File: src/rtl/spi_pkg.sv
// Shared definitions for the SPI register responder.
//   resp_state_t       : responder frame state (IDLE, ADDR, DATA)
//   SPI_SYNC_STAGES    : flip-flops in each spi_clk / serial_in synchronizer
//   SPI_WR_FLAG_OFFSET : the write flag sits at bit (REG_WIDTH - SPI_WR_FLAG_OFFSET)
//                        of the address byte, i.e. its MSB
package spi_pkg;
  typedef enum logic [1:0] {
    IDLE = 2'd0,
    ADDR = 2'd1,
    DATA = 2'd2
  } resp_state_t;

  localparam int SPI_SYNC_STAGES    = 2;
  localparam int SPI_WR_FLAG_OFFSET = 1;
endpackage

File: src/rtl/spi_reg_responder_if.sv
// SPI bus between an initiator (master) and the register responder (slave).
//   spi_clk    : initiator clock, idles low
//   serial_in  : initiator-to-responder data
//   serial_out : responder-to-initiator data
// Handshake: there is no valid/ready pair on this bus. The initiator owns
// spi_clk; the responder samples serial_in on rising spi_clk and updates
// serial_out after falling spi_clk, each seen through its clk-domain synchronizer.
interface spi_reg_responder_if;
  logic spi_clk;
  logic serial_in;
  logic serial_out;

  modport master (output spi_clk, output serial_in, input serial_out);
  modport slave  (input spi_clk, input serial_in, output serial_out);
endinterface

File: src/rtl/spi_resp_sync.sv
// Brings spi_clk and serial_in into the clk domain and edge-detects spi_clk.
//   clk, rst   : system clock, synchronous active-high reset
//   spi_clk    : asynchronous initiator clock
//   serial_in  : asynchronous initiator data
//   sclk_rise  : one-cycle strobe, synchronized spi_clk went 0->1
//   sclk_fall  : one-cycle strobe, synchronized spi_clk went 1->0
//   sdi_sync   : serial_in after the same number of stages as spi_clk, so it
//                lines up with the rise strobe
module spi_resp_sync
  import spi_pkg::*;
(
  input  logic clk,
  input  logic rst,
  input  logic spi_clk,
  input  logic serial_in,
  output logic sclk_rise,
  output logic sclk_fall,
  output logic sdi_sync
);
  localparam int S = SPI_SYNC_STAGES;

  logic [S-1:0] sclk_q;
  logic [S-1:0] sdi_q;
  logic         sclk_prev_q;

  always_ff @(posedge clk) begin
    if (rst) begin
      sclk_q      <= '0;
      sdi_q       <= '0;
      sclk_prev_q <= 1'b0;
    end else begin
      sclk_q      <= {sclk_q[S-2:0], spi_clk};
      sdi_q       <= {sdi_q[S-2:0], serial_in};
      sclk_prev_q <= sclk_q[S-1];
    end
  end

  assign sclk_rise = sclk_q[S-1] & ~sclk_prev_q;
  assign sclk_fall = ~sclk_q[S-1] & sclk_prev_q;
  assign sdi_sync  = sdi_q[S-1];
endmodule

File: src/rtl/spi_reg_responder.sv
// SPI register-file responder. Captures an address byte, then streams
// registers out MSB-first with auto-increment until the initiator goes idle.
// Optional build macro: SPI_RESP_WRITE_EN (address MSB selects a write frame,
// data bytes shifted in are written to the register file).
//   clk, rst      : system clock (>= 4x spi_clk), synchronous active-high reset
//   spi           : SPI bus, slave modport
//   loc_wr_*      : local register write port, takes effect on the next clk
//   busy          : frame in progress (state not IDLE)
//   byte_done     : one-cycle pulse per completed data byte
//   frame_done    : one-cycle pulse when the idle timeout ends a frame
//   addr_err      : pulses with byte_done when that byte's address >= NUM_REGS
//   dbg_state     : current frame state
module spi_reg_responder
  import spi_pkg::*;
#(
  parameter int REG_WIDTH   = 8,
  parameter int NUM_REGS    = 32,
  parameter int IDLE_CYCLES = 16
) (
  input  logic                 clk,
  input  logic                 rst,
  spi_reg_responder_if.slave   spi,
  input  logic                 loc_wr_en,
  input  logic [REG_WIDTH-1:0] loc_wr_addr,
  input  logic [REG_WIDTH-1:0] loc_wr_data,
  output logic                 busy,
  output logic                 byte_done,
  output logic                 frame_done,
  output logic                 addr_err,
  output resp_state_t          dbg_state
);
  localparam int AW = $clog2(NUM_REGS);
  localparam int CW = $clog2(REG_WIDTH + 1);
  localparam int IW = $clog2(IDLE_CYCLES + 1);
  localparam logic [CW-1:0] LAST_BIT  = CW'(REG_WIDTH - 1);
  localparam logic [IW-1:0] IDLE_LAST = IW'(IDLE_CYCLES - 1);
  localparam logic [IW-1:0] IDLE_END  = IW'(IDLE_CYCLES);

  logic sclk_rise, sclk_fall, sdi_sync;

  spi_resp_sync u_sync (
    .clk      (clk),
    .rst      (rst),
    .spi_clk  (spi.spi_clk),
    .serial_in(spi.serial_in),
    .sclk_rise(sclk_rise),
    .sclk_fall(sclk_fall),
    .sdi_sync (sdi_sync)
  );

  resp_state_t          state_q;
  logic [REG_WIDTH-1:0] rx_q, tx_q, addr_q;
  logic [CW-1:0]        bit_q;
  logic [IW-1:0]        idle_q;
  logic                 tx_armed_q;  // first data byte loaded into tx_q
  logic                 byte_done_q, frame_done_q, addr_err_q;
  logic [REG_WIDTH-1:0] regs_q [NUM_REGS];
`ifdef SPI_RESP_WRITE_EN
  logic                 wr_mode_q;
`endif

  logic [REG_WIDTH-1:0] rx_d, addr_inc, rd_cur, rd_next;

  function automatic logic in_range(input logic [REG_WIDTH-1:0] a);
    return 32'(a) < 32'(NUM_REGS);
  endfunction

  assign rx_d     = {rx_q[REG_WIDTH-2:0], sdi_sync};
  assign addr_inc = addr_q + 1'b1;
  assign rd_cur   = in_range(addr_q)   ? regs_q[addr_q[AW-1:0]]   : '0;
  assign rd_next  = in_range(addr_inc) ? regs_q[addr_inc[AW-1:0]] : '0;

  always_ff @(posedge clk) begin
    if (rst) begin
      state_q      <= IDLE;
      rx_q         <= '0;
      tx_q         <= '0;
      addr_q       <= '0;
      bit_q        <= '0;
      idle_q       <= '0;
      tx_armed_q   <= 1'b0;
      byte_done_q  <= 1'b0;
      frame_done_q <= 1'b0;
      addr_err_q   <= 1'b0;
`ifdef SPI_RESP_WRITE_EN
      wr_mode_q    <= 1'b0;
`endif
      for (int i = 0; i < NUM_REGS; i++) regs_q[i] <= '0;
    end else begin
      byte_done_q  <= 1'b0;
      frame_done_q <= 1'b0;
      addr_err_q   <= 1'b0;

      // Local write first so a same-cycle SPI write below overrides it.
      if (loc_wr_en && in_range(loc_wr_addr)) regs_q[loc_wr_addr[AW-1:0]] <= loc_wr_data;

      case (state_q)
        IDLE: begin
          if (sclk_rise) begin
            state_q <= ADDR;
            rx_q    <= rx_d;
            bit_q   <= CW'(1);
            idle_q  <= '0;
          end
        end
        ADDR, DATA: begin
          if (idle_q == IDLE_END) begin
            // frame_done was shown last cycle; close the frame now.
            state_q    <= IDLE;
            rx_q       <= '0;
            tx_q       <= '0;
            bit_q      <= '0;
            idle_q     <= '0;
            tx_armed_q <= 1'b0;
`ifdef SPI_RESP_WRITE_EN
            wr_mode_q  <= 1'b0;
`endif
          end else begin
            if (sclk_rise || sclk_fall) begin
              idle_q <= '0;
            end else begin
              idle_q <= idle_q + 1'b1;
              if (idle_q == IDLE_LAST) frame_done_q <= 1'b1;
            end

            if (state_q == ADDR) begin
              if (sclk_rise) begin
                rx_q <= rx_d;
                if (bit_q == LAST_BIT) begin
                  state_q    <= DATA;
                  bit_q      <= '0;
                  tx_armed_q <= 1'b0;
`ifdef SPI_RESP_WRITE_EN
                  wr_mode_q  <= rx_d[REG_WIDTH-SPI_WR_FLAG_OFFSET];
                  addr_q     <= {1'b0, rx_d[REG_WIDTH-2:0]};
`else
                  addr_q     <= rx_d;
`endif
                end else begin
                  bit_q <= bit_q + 1'b1;
                end
              end
            end else begin
`ifdef SPI_RESP_WRITE_EN
              if (wr_mode_q) begin
                if (sclk_rise) begin
                  rx_q <= rx_d;
                  if (bit_q == LAST_BIT) begin
                    bit_q       <= '0;
                    addr_q      <= addr_inc;
                    byte_done_q <= 1'b1;
                    if (in_range(addr_q)) regs_q[addr_q[AW-1:0]] <= rx_d;
                    else                  addr_err_q <= 1'b1;
                  end else begin
                    bit_q <= bit_q + 1'b1;
                  end
                end
              end else
`endif
              if (sclk_fall) begin
                if (!tx_armed_q) begin
                  // Fall after the last address rise: present the first byte.
                  tx_q       <= rd_cur;
                  tx_armed_q <= 1'b1;
                  bit_q      <= '0;
                end else if (bit_q == LAST_BIT) begin
                  tx_q        <= rd_next;
                  bit_q       <= '0;
                  addr_q      <= addr_inc;
                  byte_done_q <= 1'b1;
                  addr_err_q  <= ~in_range(addr_q);
                end else begin
                  tx_q  <= tx_q << 1;
                  bit_q <= bit_q + 1'b1;
                end
              end
            end
          end
        end
        default: state_q <= IDLE;
      endcase
    end
  end

`ifdef SPI_RESP_WRITE_EN
  assign spi.serial_out = tx_q[REG_WIDTH-1] & ~wr_mode_q;
`else
  assign spi.serial_out = tx_q[REG_WIDTH-1];
`endif
  assign busy       = (state_q != IDLE);
  assign byte_done  = byte_done_q;
  assign frame_done = frame_done_q;
  assign addr_err   = addr_err_q;
  assign dbg_state  = state_q;
endmodule

File: src/flat_wrapper.sv
// flat-port wrapper written by rule: the top's interface ports become plain ports
module spi_reg_responder_flat import spi_pkg::*;
#(
  parameter int REG_WIDTH   = 8,
  parameter int NUM_REGS    = 32,
  parameter int IDLE_CYCLES = 16
)
  (clk, rst, loc_wr_en, loc_wr_addr, loc_wr_data, busy, byte_done, frame_done, addr_err, dbg_state, spi_spi_clk, spi_serial_in, spi_serial_out);
  spi_reg_responder_if spi_i ();
  input  logic clk;
  input  logic rst;
  input  logic loc_wr_en;
  input  logic [REG_WIDTH-1:0] loc_wr_addr;
  input  logic [REG_WIDTH-1:0] loc_wr_data;
  output logic busy;
  output logic byte_done;
  output logic frame_done;
  output logic addr_err;
  output resp_state_t dbg_state;
  input wire logic [$bits(spi_i.spi_clk)-1:0] spi_spi_clk;
  input wire logic [$bits(spi_i.serial_in)-1:0] spi_serial_in;
  output wire logic [$bits(spi_i.serial_out)-1:0] spi_serial_out;
  assign spi_i.spi_clk = spi_spi_clk;
  assign spi_i.serial_in = spi_serial_in;
  assign spi_serial_out = spi_i.serial_out;
  spi_reg_responder #(.REG_WIDTH(REG_WIDTH), .NUM_REGS(NUM_REGS), .IDLE_CYCLES(IDLE_CYCLES)) u_core (.clk(clk), .rst(rst), .spi(spi_i), .loc_wr_en(loc_wr_en), .loc_wr_addr(loc_wr_addr), .loc_wr_data(loc_wr_data), .busy(busy), .byte_done(byte_done), .frame_done(frame_done), .addr_err(addr_err), .dbg_state(dbg_state));
endmodule
File: config.mk
export PLATFORM = sky130hd
export DESIGN_NAME = spi_reg_responder_flat
export DESIGN_NICKNAME = d
export VERILOG_FILES = /design/src/rtl/spi_pkg.sv /design/src/rtl/spi_reg_responder_if.sv /design/src/rtl/spi_resp_sync.sv /design/src/rtl/spi_reg_responder.sv /design/src/flat_wrapper.sv
export SDC_FILE = /design/constraint.sdc
export NUM_CORES = 1
export LEC_CHECK = 0
export CAP_MARGIN = 20
export CORE_UTILIZATION = 46
export DETAILED_ROUTE_END_ITERATION = 10
export GPL_TIMING_DRIVEN = 1
export HOLD_SLACK_MARGIN = 0.02
export PLACE_DENSITY_LB_ADDON = 0.05
export SYNTH_ARGS = -nofsm -noshare
export SYNTH_HDL_FRONTEND = slang
export SYNTH_SLANG_ARGS = --single-unit
File: constraint.sdc
create_clock -name clk -period 4.55 [get_ports clk]
set_clock_uncertainty 0.05 [all_clocks]
set_input_delay 0.91 -clock clk [delete_from_list [all_inputs] [get_ports clk]]
set_output_delay 0.91 -clock clk [all_outputs]
set_load 0.02 [all_outputs]
### Word-level counts from Yosys, hierarchy flattened

Memory sizes are Yosys's and may differ from the RTL's. A register that Yosys moved wholly into a read port is not among the register bits.
Index checks and enable logic that the tools add are counted.

* bits in registers: 44
* bits in writable memories: 256
* output and inout port bits: 7
* memories: 1

* add/sub/neg operators: 3
* order comparisons: 3
* equal/unequal tests: 17
* muxes and demuxes: 52
* bitwise operators: 10
* reduce and logical (&&, ||, !) cells: 21

Memory list
* u_core.regs_q: depth 32, bits a word 8, rd ports 2, clocked after Yosys merged registers in 1, wr ports 32, line spi_reg_responder.sv:57 `logic [REG_WIDTH-1:0] regs_q [NUM_REGS];`

Operators with widths (number)
* 8-bit 2-to-1 mux: 17
* 5-bit 2-to-1 mux: 6
* 4-bit 2-to-1 mux: 7
* 8-bit by 6-bit less-than comparator with 1-bit output (second input constant): 3
* 8-bit case mux with 2 select lines: 1
* 1-bit 2-to-1 mux: 13
* 3-bit by 1-bit != test with 1-bit output (second input constant): 4
* 4-bit AND reduction: 3
* 2-bit 2-to-1 mux: 5
* 5-bit case mux with 2 select lines: 1
* 2-bit nonzero test: 5
* 8-bit by 1-bit adder with 8-bit output (second input constant): 1
* 1-bit inverter: 8
* 4-bit case mux with 2 select lines: 1
* 8-bit OR reduction: 1
* 7-bit AND reduction: 1
* 7-bit OR reduction: 1
* 2-bit by 1-bit != test with 1-bit output (second input constant): 3
* 6-bit OR reduction: 1
* 5-bit by 1-bit adder with 5-bit output (second input constant): 1
* 5-bit by 4-bit == test with 1-bit output (second input constant): 1
* 5-bit == test (second input constant): 1
* 4-bit by 1-bit adder with 4-bit output (second input constant): 1
* 4-bit by 3-bit == test with 1-bit output (second input constant): 1
* other kinds (16): 19

### Logic depth before layout (Yosys ltp)

Gate-level depths: netlist (run 1).

* depth in word-level cells: 8
* depth in mapped cells: 10

### Cells and area by module

From an unflattened synthesis (run 1), not the netlist that was laid out.

* cells, all modules: 1158
* area total of the unflattened synthesis: 16375.7 sq um

By module, submodules not included
* spi_reg_responder: instances 1, cells each 1146, area each 16231.8 sq um, seq. area each 8548.2 sq um
* spi_resp_sync: instances 1, cells each 12, area each 143.9 sq um, seq. area each 100.1 sq um

### Worst setup path after synthesis (run 1)

Ideal clock, no wire load.

* kind: input to register
* start: in rst
* end: mem u_core.regs_q[26][0] (enable)
* setup time: 0.329 ns
* arrival: 2.268 ns
* data required time: 4.171 ns
* slack: 1.903 ns
* stages: 7
* path through: clkbuf_1 -> nand2b_1 -> nor4_1 -> and2b_1 -> nand3_1 -> nor2_1 -> or2_1

RTL lines
* start: declaration: line flat_wrapper.sv:11 `input logic rst;`
* end: declaration: line spi_reg_responder.sv:57

### Worst setup path in the final report (run 1)

* start: reg u_core.addr_q[0]
* end: reg u_core.tx_q[0]

* cells in the longest elaborated chain, start to end: 8
* elaborated cells between the ends (all ways): 11
* those cells by class: add/sub (1); order compare (2); mux (7); memory (1)

RTL lines
* start: declaration: line spi_reg_responder.sv:52 `logic [REG_WIDTH-1:0] rx_q, tx_q, addr_q;`
* start signal: assignment: line spi_reg_responder.sv:137 `addr_q <= rx_d;`
* start signal: assignment: line spi_reg_responder.sv:169 `addr_q <= addr_inc;`
* 8-bit by 1-bit adder with 8-bit output: line spi_reg_responder.sv:69 `assign addr_inc = addr_q + 1'b1;`
* memory 32 x 8 bit / 8-bit by 6-bit less-than comparator with 1-bit output (equally long branches)
* 8-bit 2-to-1 mux: line spi_reg_responder.sv:71 `assign rd_next = in_range(addr_inc) ? regs_q[addr_inc[AW-1:0]] : '0;`
* 8-bit 2-to-1 mux: line spi_reg_responder.sv:166 `end else if (bit_q == LAST_BIT) begin`
* 8-bit 2-to-1 mux *: line spi_reg_responder.sv:161 `if (!tx_armed_q) begin`
* 8-bit 2-to-1 mux *: line spi_reg_responder.sv:160 `if (sclk_fall) begin`
* 8-bit 2-to-1 mux *: line spi_reg_responder.sv:126 `if (state_q == ADDR) begin`
* 8-bit 2-to-1 mux *: line spi_reg_responder.sv:107 `if (idle_q == IDLE_END) begin`
* end signal: assignment: line spi_reg_responder.sv:163 `tx_q <= rd_cur;`
* end signal: assignment: line spi_reg_responder.sv:167 `tx_q <= rd_next;`
* end signal: assignment: line spi_reg_responder.sv:173 `tx_q <= tx_q << 1;`
* end: declaration: line spi_reg_responder.sv:52

Mark *: on every way between the ends. The rest lies on a longest branch, timed or not. The select of a mux whose other input is x is not followed.
A chain may end at the register's enable or synchronous reset.

==> results of run 1 <==
routing by layer:
layer  vias to the layer above  GRT usage  wire length (µm)
met5                         -          0                 0
met4                         0    0.09938              1595
li1                       4637          -                 -
met3                        96    0.05576              3661
met2                       481     0.4098             21640
met1                      5320     0.3792             20760
power groups by stage:
stage / logic [µW] / clock network (µW) / registers [µW]
after floorplan: 218 / 0 / 3230
after global placement: 356 / 0 / 3290
after detailed placement: 356 / 0 / 3290
after CTS: 357 / 3000 / 3230
after global routing: 376 / 3100 / 3240
final: 358 / 2960 / 3230
layout make-up:
class                           count  area (µm²)
Antenna cell                        1       2.502
Clock buffer                       40       937.1
Clock inverter                     23       266.5
Fill cell                        2955       16660
Inverter                           14       52.55
Multi-Input combinational cell    839        7234
Sequential cell                   304        8661
Tap cell                          455       569.3
Timing Repair Buffer               41       330.3
stage by stage:
step | power, µW | util | worst slack, ps | hold WS, ps | area [µm²]
3_3_place_gp | 3642 | 0.4853 | 815.9 | 373.1 | 16850
4_1_cts | 6588 | 0.5200 | 1189 | 385.2 | 18050
3_5_place_dp | 3641 | 0.4853 | 783.4 | 376.4 | 16850
2_1_floorplan | 3447 | - | 1903 | 363.8 | 16340
6_report | 6545 | 0.5201 | 1182 | 385.3 | 18050
5_1_grt | 6716 | 0.5200 | 974.5 | 416.4 | 18050
final timing paths:
path	start	end	slack [ps]	depth (start not counted)
worst max-delay path	u_core.addr_q[0]	u_core.tx_q[0]	1180	6
worst min-delay path	u_core.u_sync.sclk_q[0]	u_core.u_sync.sclk_q[1]	390	1
worst max register to register	u_core.addr_q[0]	u_core.tx_q[0]	1180	6
worst min register to register	u_core.u_sync.sclk_q[0]	u_core.u_sync.sclk_q[1]	390	1
sequential cells by signal (all words and copies together) (netlist names), named ones only:
register and flops:
u_core.dbg_state 2, u_core.u_sync.sclk_prev_q 1, u_core.byte_done 1, u_core.frame_done 1, u_core.tx_q 8, u_core.rx_q 7
u_core.addr_err 1, u_core.addr_q 8, u_core.bit_q 4, u_core.idle_q 5, u_core.regs_q 256, u_core.u_sync.sdi_q 2
u_core.tx_armed_q 1, u_core.u_sync.sclk_q 2
critical path, cell delays in order (launching register included):
cell	delay (ps)
dfxtp_4	350
buf_4	780
nand3_2	310
xnor2_4	870
mux4_2	640
mux2i_1	150
o21ai_1	80
logic make-up (layout without fill, tap and decap cells):
kind of cell / Yosys count / after routing / share of synthesized area
AND/OR/NAND/NOR: 515 / 515 / 0.1751
flip-flops: 304 / 304 / 0.5293
multiplexers: 191 / 191 / 0.2060
AO/OA/AOI/OAI: 117 / 117 / 0.04870
buffers and inverters: 99 / 118 / 0.02933
adder cells (fa/ha/maj): 11 / 11 / 0.008424
XOR/XNOR: 5 / 5 / 0.003140
other: 0 / 1 / 0
layout by cell type, fill, tap and decap left out, types with 10 or more instances in the layout:
master and n:
buf_4 14, or2_2 25, dfxtp_1 44, mux4_2 116
and2_1 261, a22oi_1 19, ha_1 10, clkdlybuf4s50_1 18
clkbuf_16 37, nand3_1 24, inv_1 14, mux2i_1 73
or2_1 10, nor2_1 76, nor2b_1 13, a32oi_1 11
edfxtp_1 256, o21ai_0 14, nand2_1 72, a21oi_1 26
==> impl_metrics.env, run 1 <==
export IMPL_run_status="complete, no violations"
export IMPL_path_max_fanout=69
export IMPL_grt_pass1_vias=10100
export IMPL_max_cap_viol_count=0
export IMPL_post_route_period_util=0.7401
export IMPL_die_width_um=190.5
export IMPL_final_nets=1267
export IMPL_synth_edff_count=256
export IMPL_cts_hold_buffers_added=0
export IMPL_place_gp_congestion=0.8877
export IMPL_synthesis_instances=1242
export IMPL_finalSetupViolCount=0
export IMPL_netlist_area_um2=16340
export IMPL_finalHoldViolCount=0
export IMPL_routed_via_count=10534
export IMPL_synth_common_cells="and2_1 (261), edfxtp_1 (256), mux4_2 (116), nor2_1 (76), mux2i_1 (73)"
export IMPL_antenna_found_initial=1
export IMPL_clock_insertion_delay_worst_skew_ps=550
export IMPL_synth_area_top_cells="edfxtp_1 (47%), mux4_2 (16%), and2_1 (10%)"
export IMPL_power_share_combinational=0.055
export IMPL_power_static_leakage_uw=0.005827
export IMPL_clk_pin_slew_worst_paths_ps=60
export IMPL_timing_critical_path_arrival_ps=3730
export IMPL_finalMaxSlewViolations=0
export IMPL_max_vdd_ir_drop_mv=0.3147
export IMPL_finalSetupTns_ps=0
export IMPL_ys_async_sr_fraction=0
export IMPL_layout_min_cycle_time_ps=3368
export IMPL_max_slew_margin_rel=0.2538
export IMPL_core_um2=34710
export IMPL_cts_tree="built"
export IMPL_synthesis_yosys_warnings=0
export IMPL_cts_htree_levels=2
export IMPL_grt_first_pass_wirelength_um=68700
export IMPL_cts_root_to_sink_buffers=3
export IMPL_critical_path_class="reg -> reg"
export IMPL_seqPwrFrac=0.494
export IMPL_clkSinkCount=304
export IMPL_gr_usage_all_layers=0.2688
export IMPL_post_cts_resized=0
export IMPL_synthDominantAreaCellType="edfxtp_1"
export IMPL_start_util=0.4707
export IMPL_drt_vias_per_instance=6.135
export IMPL_worst_ep_required_time_ps=4910
export IMPL_detailed_place_hpwl_um=31610
export IMPL_grt_max_degree=70
export IMPL_setup_worst_path_end_class="flip-flop"
export IMPL_synth_nets=1274
export IMPL_syn_to_final_growth_pct=10.50
export IMPL_cts_post_setup_buffers_inserted=0
export IMPL_maxClockFrequency_mhz=296.9
export IMPL_p_per_area_nw_per_um2=362.6
export IMPL_dr_pass1_iters=5
export IMPL_yosys_cell_count_top_type="and2_1"
export IMPL_clockPowerShare=0.452
export IMPL_synth_cell_type_count=55
export IMPL_postSynth_topFlopCell="edfxtp_1"
export IMPL_routed_wl_um=47660
export IMPL_min_delay_path_class="reg -> reg"
export IMPL_power_switching_share=0.2228
export IMPL_yosysTopAreaCellShare=0.4705
export IMPL_finish_cell_count_without_fillers=1717
export IMPL_ctsRootBufferMaster="clkbuf_16"
export IMPL_detailedRoute_firstIterationViolations=1210
export IMPL_cts_buffers_inserted=35
export IMPL_seq_area_frac_synth=0.5293
export IMPL_port_buffers=27
export IMPL_max_slew_worst_pin_slew_ps=1119
export IMPL_rsz_0062_raised_after_global_routing="false"
export IMPL_design_die_area_um2=36280
export IMPL_core_rowCount=68
export IMPL_synth_seq_cells=304
export IMPL_p_int_uw=5087
export IMPL_dp_cells=1653
export IMPL_globalRouteOverflowTotal=0
export IMPL_synth_avg_cell_area_um2=13.15
export IMPL_remaining_drc_errors=0
export IMPL_drive_gt1_frac=0.1864
export IMPL_power_switching_uw=1458
export IMPL_routed_wire_length_per_instance_um=27.76
export IMPL_die_height_um=190.5
export IMPL_start_kind="flip-flop"
export IMPL_antenna_left=0
export IMPL_i_o_pins=28
Power figures use the tool's default switching activity.
==> inputs of run 2 (changes only) <==
==> constraint.sdc (replaced) <==
create_clock -name clk -period 3.25 [get_ports clk]
set_clock_uncertainty 0.05 [all_clocks]
set_input_delay 0.65 -clock clk [delete_from_list [all_inputs] [get_ports clk]]
set_output_delay 0.65 -clock clk [all_outputs]
set_load 0.02 [all_outputs]
==> run 2 against run 1 <==
Effect of this change:
- combinational power increased by 47%
- fmax is 26% higher
- die area did not move
- global-route usage increased by 0.22 points
- flip-flop and latch count stayed put
- total power increased by 39%
- sequential share of layout area decreased by 1.5 points
- worst setup slack got worse by 610 ps
- clock power increased by 36%
- cell area up 3.3%
- register-to-register slack lost 610 ps
- critical path depth unchanged
- critical endpoint unchanged
- largest cell class unchanged
- largest power group unchanged
==> impl_metrics.env, run 2 (synthesis gave the netlist of run 1 again) <==
export IMPL_max_cap_viol_count=0
export IMPL_gr_usage_all_layers=0.2711
export IMPL_timing_hold_worst_path_depth=1
export IMPL_p_per_area_nw_per_um2=486.6
export IMPL_routed_wire_length_per_instance_um=26.52
export IMPL_run_status="complete, no violations"
export IMPL_cts_hold_buffers_added=0
export IMPL_largestRegisters="u_core.regs_q x256, u_core.addr_q x8, u_core.tx_q x8"
export IMPL_multi_input_gate_area_in_the_final_layout_um2=7234
export IMPL_dr_pass1_iters=5
export IMPL_cts_root_to_sink_buffers=3
export IMPL_max_slew_margin_rel=0.2986
export IMPL_maxClockFrequency_mhz=374.1
export IMPL_power_total_uw=9078
export IMPL_start_util=0.4707
export IMPL_grt_pass1_vias=10683
export IMPL_worst_ep_required_time_ps=3600
export IMPL_place_worst_setup_slack_ps=305.6
export IMPL_post_cts_resized=0
export IMPL_core_rowCount=68
export IMPL_pnr_worst_setup_slack_ps=577.2
export IMPL_port_buffers=27
export IMPL_fillCellCount=2986
export IMPL_remaining_drc_errors=0
export IMPL_ff_to_ff_path_depth=6
export IMPL_cts_tree="built"
export IMPL_cts_buffers_inserted=36
export IMPL_clockPowerShare=0.445
export IMPL_power_share_combinational=0.058
export IMPL_power_static_leakage_uw=0.006168
export IMPL_design_die_area_um2=36280
export IMPL_place_gp_congestion=0.9350
export IMPL_finalHoldViolCount=0
export IMPL_antenna_left=0
export IMPL_timing_reg2reg_setup_slack_ps=580
export IMPL_cts_htree_levels=2
export IMPL_seqPwrFrac=0.497
export IMPL_critical_path_class="reg -> reg"
export IMPL_regToRegEndpoint="u_core.tx_q[0]"
export IMPL_clk_pin_slew_worst_paths_ps=60
export IMPL_routed_via_count=10663
export IMPL_min_delay_path_class="reg -> reg"
export IMPL_finalSetupTns_ps=0
export IMPL_setup_worst_path_end_class="flip-flop"
export IMPL_final_cell_mix="and2_1 (261), edfxtp_1 (256), mux4_2 (116)"
export IMPL_die_height_um=190.5
export IMPL_detailedRoute_firstIterationViolations=963
export IMPL_path_max_fanout=16
export IMPL_final_design_area_no_fill_um2=18650
export IMPL_cts_post_setup_buffers_inserted=0
export IMPL_max_flop_register="u_core.regs_q"
export IMPL_drt_vias_per_instance=5.984
export IMPL_final_common_cell="and2_1"
export IMPL_layout_min_cycle_time_ps=2673
export IMPL_max_slew_worst_pin_slew_ps=1043
export IMPL_number_of_diodes=0
export IMPL_routed_wl_um=47260
export IMPL_placedInstanceArea_um2=17490
export IMPL_grt_max_degree=70
export IMPL_detailed_place_hpwl_um=32700
export IMPL_final_nets=1335
export IMPL_timing_critical_path_arrival_ps=3030
export IMPL_post_route_period_util=0.8224
export IMPL_finalSetupViolCount=0
export IMPL_drive_gt1_frac=0.2185
export IMPL_p_int_uw=7041
export IMPL_syn_to_final_growth_pct=14.17
export IMPL_critical_path_reg2reg_startpoint="u_core.addr_q[1]"
export IMPL_clkSinkCount=304
export IMPL_rsz_0062_raised_after_global_routing="false"
export IMPL_ctsRootBufferMaster="clkbuf_16"
export IMPL_globalRouteOverflowTotal=0
export IMPL_final_seq_area_um2=8661
export IMPL_finalMaxSlewViolations=0
export IMPL_worst_hold_slack_ps=382.5
export IMPL_power_switching_uw=2036
export IMPL_power_switching_share=0.2243
export IMPL_worstHoldStart="u_core.u_sync.sclk_q[0]"
export IMPL_i_o_pins=28
export IMPL_grt_first_pass_wirelength_um=70990
export IMPL_start_kind="flip-flop"
export IMPL_clock_insertion_delay_worst_skew_ps=520
export IMPL_hold_path_endpoint="u_core.u_sync.sclk_q[1]"
export IMPL_max_ffs_per_register=256
export IMPL_core_um2=34710
export IMPL_die_width_um=190.5
export IMPL_antenna_found_initial=2
export IMPL_max_vdd_ir_drop_mv=0.3032
## run 2: cell types whose count changed in the layout (fill, tap and decap cells not counted), moves of 3 or more
cell             previous run  this run
clkdlybuf4s50_1            18        26
buf_4                      14        73
clkinv_2                    7         2
clkbuf_1                    3         6
buf_2                       9         1
buf_12                      0         8
## run 2: critical path: stages, from the launching register on
cell and delay [ps]:
dfxtp_1 390, ha_4 580, buf_12 230, mux4_2 590
mux4_2 480, mux2i_1 150, o21ai_1 70
## run 2: worst max-delay path by stage
| stage | start | depth (start not counted) | slack [ps] | end |
|---|---|---|---|---|
| 6_report | u_core.addr_q[1] | 6 | 580 | u_core.tx_q[0] |
| 5_1_grt | u_core.addr_q[1] | 8 | 470 | u_core.tx_q[1] |
| 4_1_cts | u_core.addr_q[1] | 6 | 570 | u_core.tx_q[0] |
| 3_5_place_dp | loc_wr_en | 8 | 310 | u_core.regs_q[31][6] |
| 3_3_place_gp | loc_wr_en | 8 | 310 | u_core.regs_q[29][4] |
| 2_1_floorplan | rst | 7 | 860 | u_core.regs_q[26][0] |
## run 2: power by group through the flow
stage                     combinational, µW  clock [µW]  sequential [µW]
after floorplan                         305           0             4520
after global placement                  522           0             4580
after detailed placement                527           0             4590
after CTS                               528        4100             4510
after global routing                    557        4250             4530
final                                   526        4040             4510
## run 2: final cells by class
class                   count  share of cell area
well taps                 455             0.03052
inverters                  14            0.002817
flip-flops and latches    304              0.4643
multi-input cells         839              0.3878
clock buffers              45             0.05232
clock inverters            17             0.01006
repair buffers            108             0.05218
## run 2: per-stage QoR
step,utilization,instances
2_1_floorplan,-,1242
3_3_place_gp,0.5039,1720
3_5_place_dp,0.5039,1720
4_1_cts,0.5374,1782
5_1_grt,0.5374,1782
6_report,0.5374,1782
## run 2: metal layers
| layer | GRT usage | vias up | routed length [µm] |
|---|---|---|---|
| li1 | - | 4761 | - |
| met5 | 0 | - | 22 |
| met4 | 0.08031 | 4 | 1314 |
| met3 | 0.05484 | 75 | 3387 |
| met1 | 0.3903 | 5390 | 21000 |
| met2 | 0.4148 | 433 | 21540 |
==> inputs of run 3 (changes only) <==
==> constraint.sdc (replaced) <==
create_clock -name clk -period 2.3 [get_ports clk]
set_clock_uncertainty 0.05 [all_clocks]
set_input_delay 0.46 -clock clk [delete_from_list [all_inputs] [get_ports clk]]
set_output_delay 0.46 -clock clk [all_outputs]
set_load 0.02 [all_outputs]
==> run 3 against run 2 <==
Effect of this change:
- flip-flop and latch count unchanged
- fmax up 17%
- core utilization up 1.6 points
- cell count up 2.7%
- first-iteration DRC count up 3.6%
- count of clock-buffer cells in the layout down 4
- clock power up 31%
- total power up 38%
- combinational power up 54%
- cell area up 2.9%
- sequential power up 41%
- critical path depth unchanged
- critical path type unchanged
- critical endpoint unchanged
==> impl_metrics.env, run 3 (synthesis gave the netlist of run 1 again) <==
export IMPL_place_worst_setup_slack_ps=-507.5
export IMPL_die_height_um=190.5
export IMPL_globalRouteOverflowTotal=0
export IMPL_detailedRoute_firstIterationViolations=998
export IMPL_pnr_worst_setup_slack_ps=15.35
export IMPL_i_o_pins=28
export IMPL_remaining_drc_errors=0
export IMPL_regToRegEndpoint="u_core.tx_q[0]"
export IMPL_start_kind="flip-flop"
export IMPL_power_total_uw=12490
export IMPL_detailed_place_hpwl_um=33230
export IMPL_cts_buffers_inserted=36
export IMPL_die_width_um=190.5
export IMPL_critical_path_reg2reg_startpoint="u_core.addr_q[0]"
export IMPL_seqPwrFrac=0.510
export IMPL_power_switching_uw=2902
export IMPL_final_common_cell="and2_1"
export IMPL_cts_tree="built"
export IMPL_rsz_0062_raised_after_global_routing="true"
export IMPL_routed_wl_um=47030
export IMPL_design_die_area_um2=36280
export IMPL_finalSetupViolCount=0
export IMPL_critical_path_cell_chain="ha_4 > buf_12 > mux4_2 > mux4_2 > mux2i_1 > o21ai_1"
export IMPL_grt_pass1_vias=10560
export IMPL_drive_gt1_frac=0.2504
export IMPL_gr_usage_all_layers=0.2685
export IMPL_drt_vias_per_instance=5.904
export IMPL_max_slew_worst_pin_slew_ps=700.0
export IMPL_cts_root_to_sink_buffers=3
export IMPL_syn_to_final_growth_pct=17.48
export IMPL_max_ffs_per_register=256
export IMPL_largestRegisters="u_core.regs_q x256, u_core.addr_q x8, u_core.tx_q x8"
export IMPL_max_slew_margin_rel=0.5302
export IMPL_finalHoldViolCount=0
export IMPL_hold_path_endpoint="u_core.u_sync.sdi_q[1]"
export IMPL_timing_critical_path_slowest_stage_cell="mux4_2"
export IMPL_antenna_left=0
export IMPL_grt_first_pass_wirelength_um=70340
export IMPL_run_status="complete, no violations"
export IMPL_max_cap_viol_count=0
export IMPL_cts_hold_buffers_added=0
export IMPL_ctsRootBufferMaster="clkbuf_16"
export IMPL_power_static_leakage_uw=0.006470
export IMPL_cts_htree_levels=2
export IMPL_min_delay_path_class="reg -> reg"
export IMPL_antenna_found_initial=1
export IMPL_final_nets=1386
export IMPL_cp_common_cell="mux4_2"
export IMPL_setup_worst_path_end_class="flip-flop"
export IMPL_clk_pin_slew_worst_paths_ps=60
export IMPL_place_gp_congestion=0.9368
export IMPL_worst_ep_required_time_ps=2660
export IMPL_finalMaxSlewViolations=0
export IMPL_timing_reg2reg_setup_slack_ps=20
export IMPL_ff_to_ff_path_depth=6
export IMPL_power_switching_share=0.2323
export IMPL_grt_max_degree=43
export IMPL_core_um2=34710
export IMPL_critical_path_max_stage_delay_ps=580
export IMPL_timing_critical_path_arrival_ps=2640
export IMPL_start_util=0.4707
export IMPL_timing_hold_worst_path_depth=1
export IMPL_critical_path_class="reg -> reg"
export IMPL_clock_insertion_delay_worst_skew_ps=520
export IMPL_post_route_period_util=0.9933
export IMPL_core_rowCount=68
export IMPL_p_int_uw=9592
export IMPL_power_share_combinational=0.065
export IMPL_p_per_area_nw_per_um2=650.9
export IMPL_final_cell_mix="and2_1 (260), edfxtp_1 (256), mux4_2 (116)"
export IMPL_clkSinkCount=304
export IMPL_port_buffers=27
export IMPL_worstHoldStart="u_core.u_sync.sdi_q[0]"
export IMPL_layout_min_cycle_time_ps=2285
export IMPL_max_flop_register="u_core.regs_q"
export IMPL_routed_via_count=10804
export IMPL_fillCellCount=2920
export IMPL_maxClockFrequency_mhz=437.7
export IMPL_path_max_fanout=13
export IMPL_dr_pass1_iters=5
export IMPL_clockPowerShare=0.425
export IMPL_max_vdd_ir_drop_mv=0.5855
export IMPL_routed_wire_length_per_instance_um=25.70
## run 3: worst max path at each step
stage                                start                   end  slack [ps]
final                     u_core.addr_q[0]        u_core.tx_q[0]          20
after global routing      u_core.addr_q[0]        u_core.tx_q[6]         -40
after CTS                 u_core.addr_q[0]        u_core.tx_q[0]           3
after detailed placement         loc_wr_en  u_core.regs_q[28][1]        -510
after global placement           loc_wr_en  u_core.regs_q[28][1]        -540
after floorplan                        rst  u_core.regs_q[26][0]         100
## run 3: area by class of cell
cell class                 count  area, µm²  area share
sequential                   304       8661      0.4512
inverter                      14      52.55    0.002738
clock buffer                  41      940.9     0.04902
antenna                        1      2.502   0.0001304
clock inverter                17      122.6    0.006388
tap                          455      569.3     0.02966
multi-input combinational    839       7254      0.3779
timing repair buffer         159       1592     0.08292
## run 3: per-layer routing
metal	GRT usage	wire [µm]
met3	0.05502	3452
met4	0.08308	1311
met1	0.3858	20930
met5	0	0
met2	0.4094	21330
## run 3: per-stage QoR
step	cells	setup TNS, ps	hold slack [ps]	utilization	instance area [µm²]
floorplan	1242	0	363.8	-	16340
global placement	1761	-183920	368.6	0.5189	18010
detailed placement	1761	-160700	380.9	0.5189	18010
CTS	1821	0	395.3	0.5502	19100
global route	1829	-65.23	412.2	0.5529	19190
finish	1830	0	389.1	0.5529	19190
## run 3: power groups by stage
stage	clock [µW]	sequential (µW)	combinational, µW
after CTS	5390	6370	811
after floorplan	0	6390	431
final	5310	6380	811
after global routing	5590	6390	858
after detailed placement	0	6480	807
after global placement	0	6480	802
## run 3: worst max-delay path: cells and delay by family, from the launching register on
family	cells	cell delay (ps)
adder cells (fa/ha/maj)	1	290
multiplexers	3	1220
flip-flops	1	360
buffers and inverters	1	170
AO/OA/AOI/OAI	1	70
## run 3: what timing repair did
action / CTS / global route
setup buffers: 2 / 8
gates resized for setup: 3 / 5
cloned: 0 / 0
setup endpoints to repair: 9 / 98
pin swaps: 0 / 2
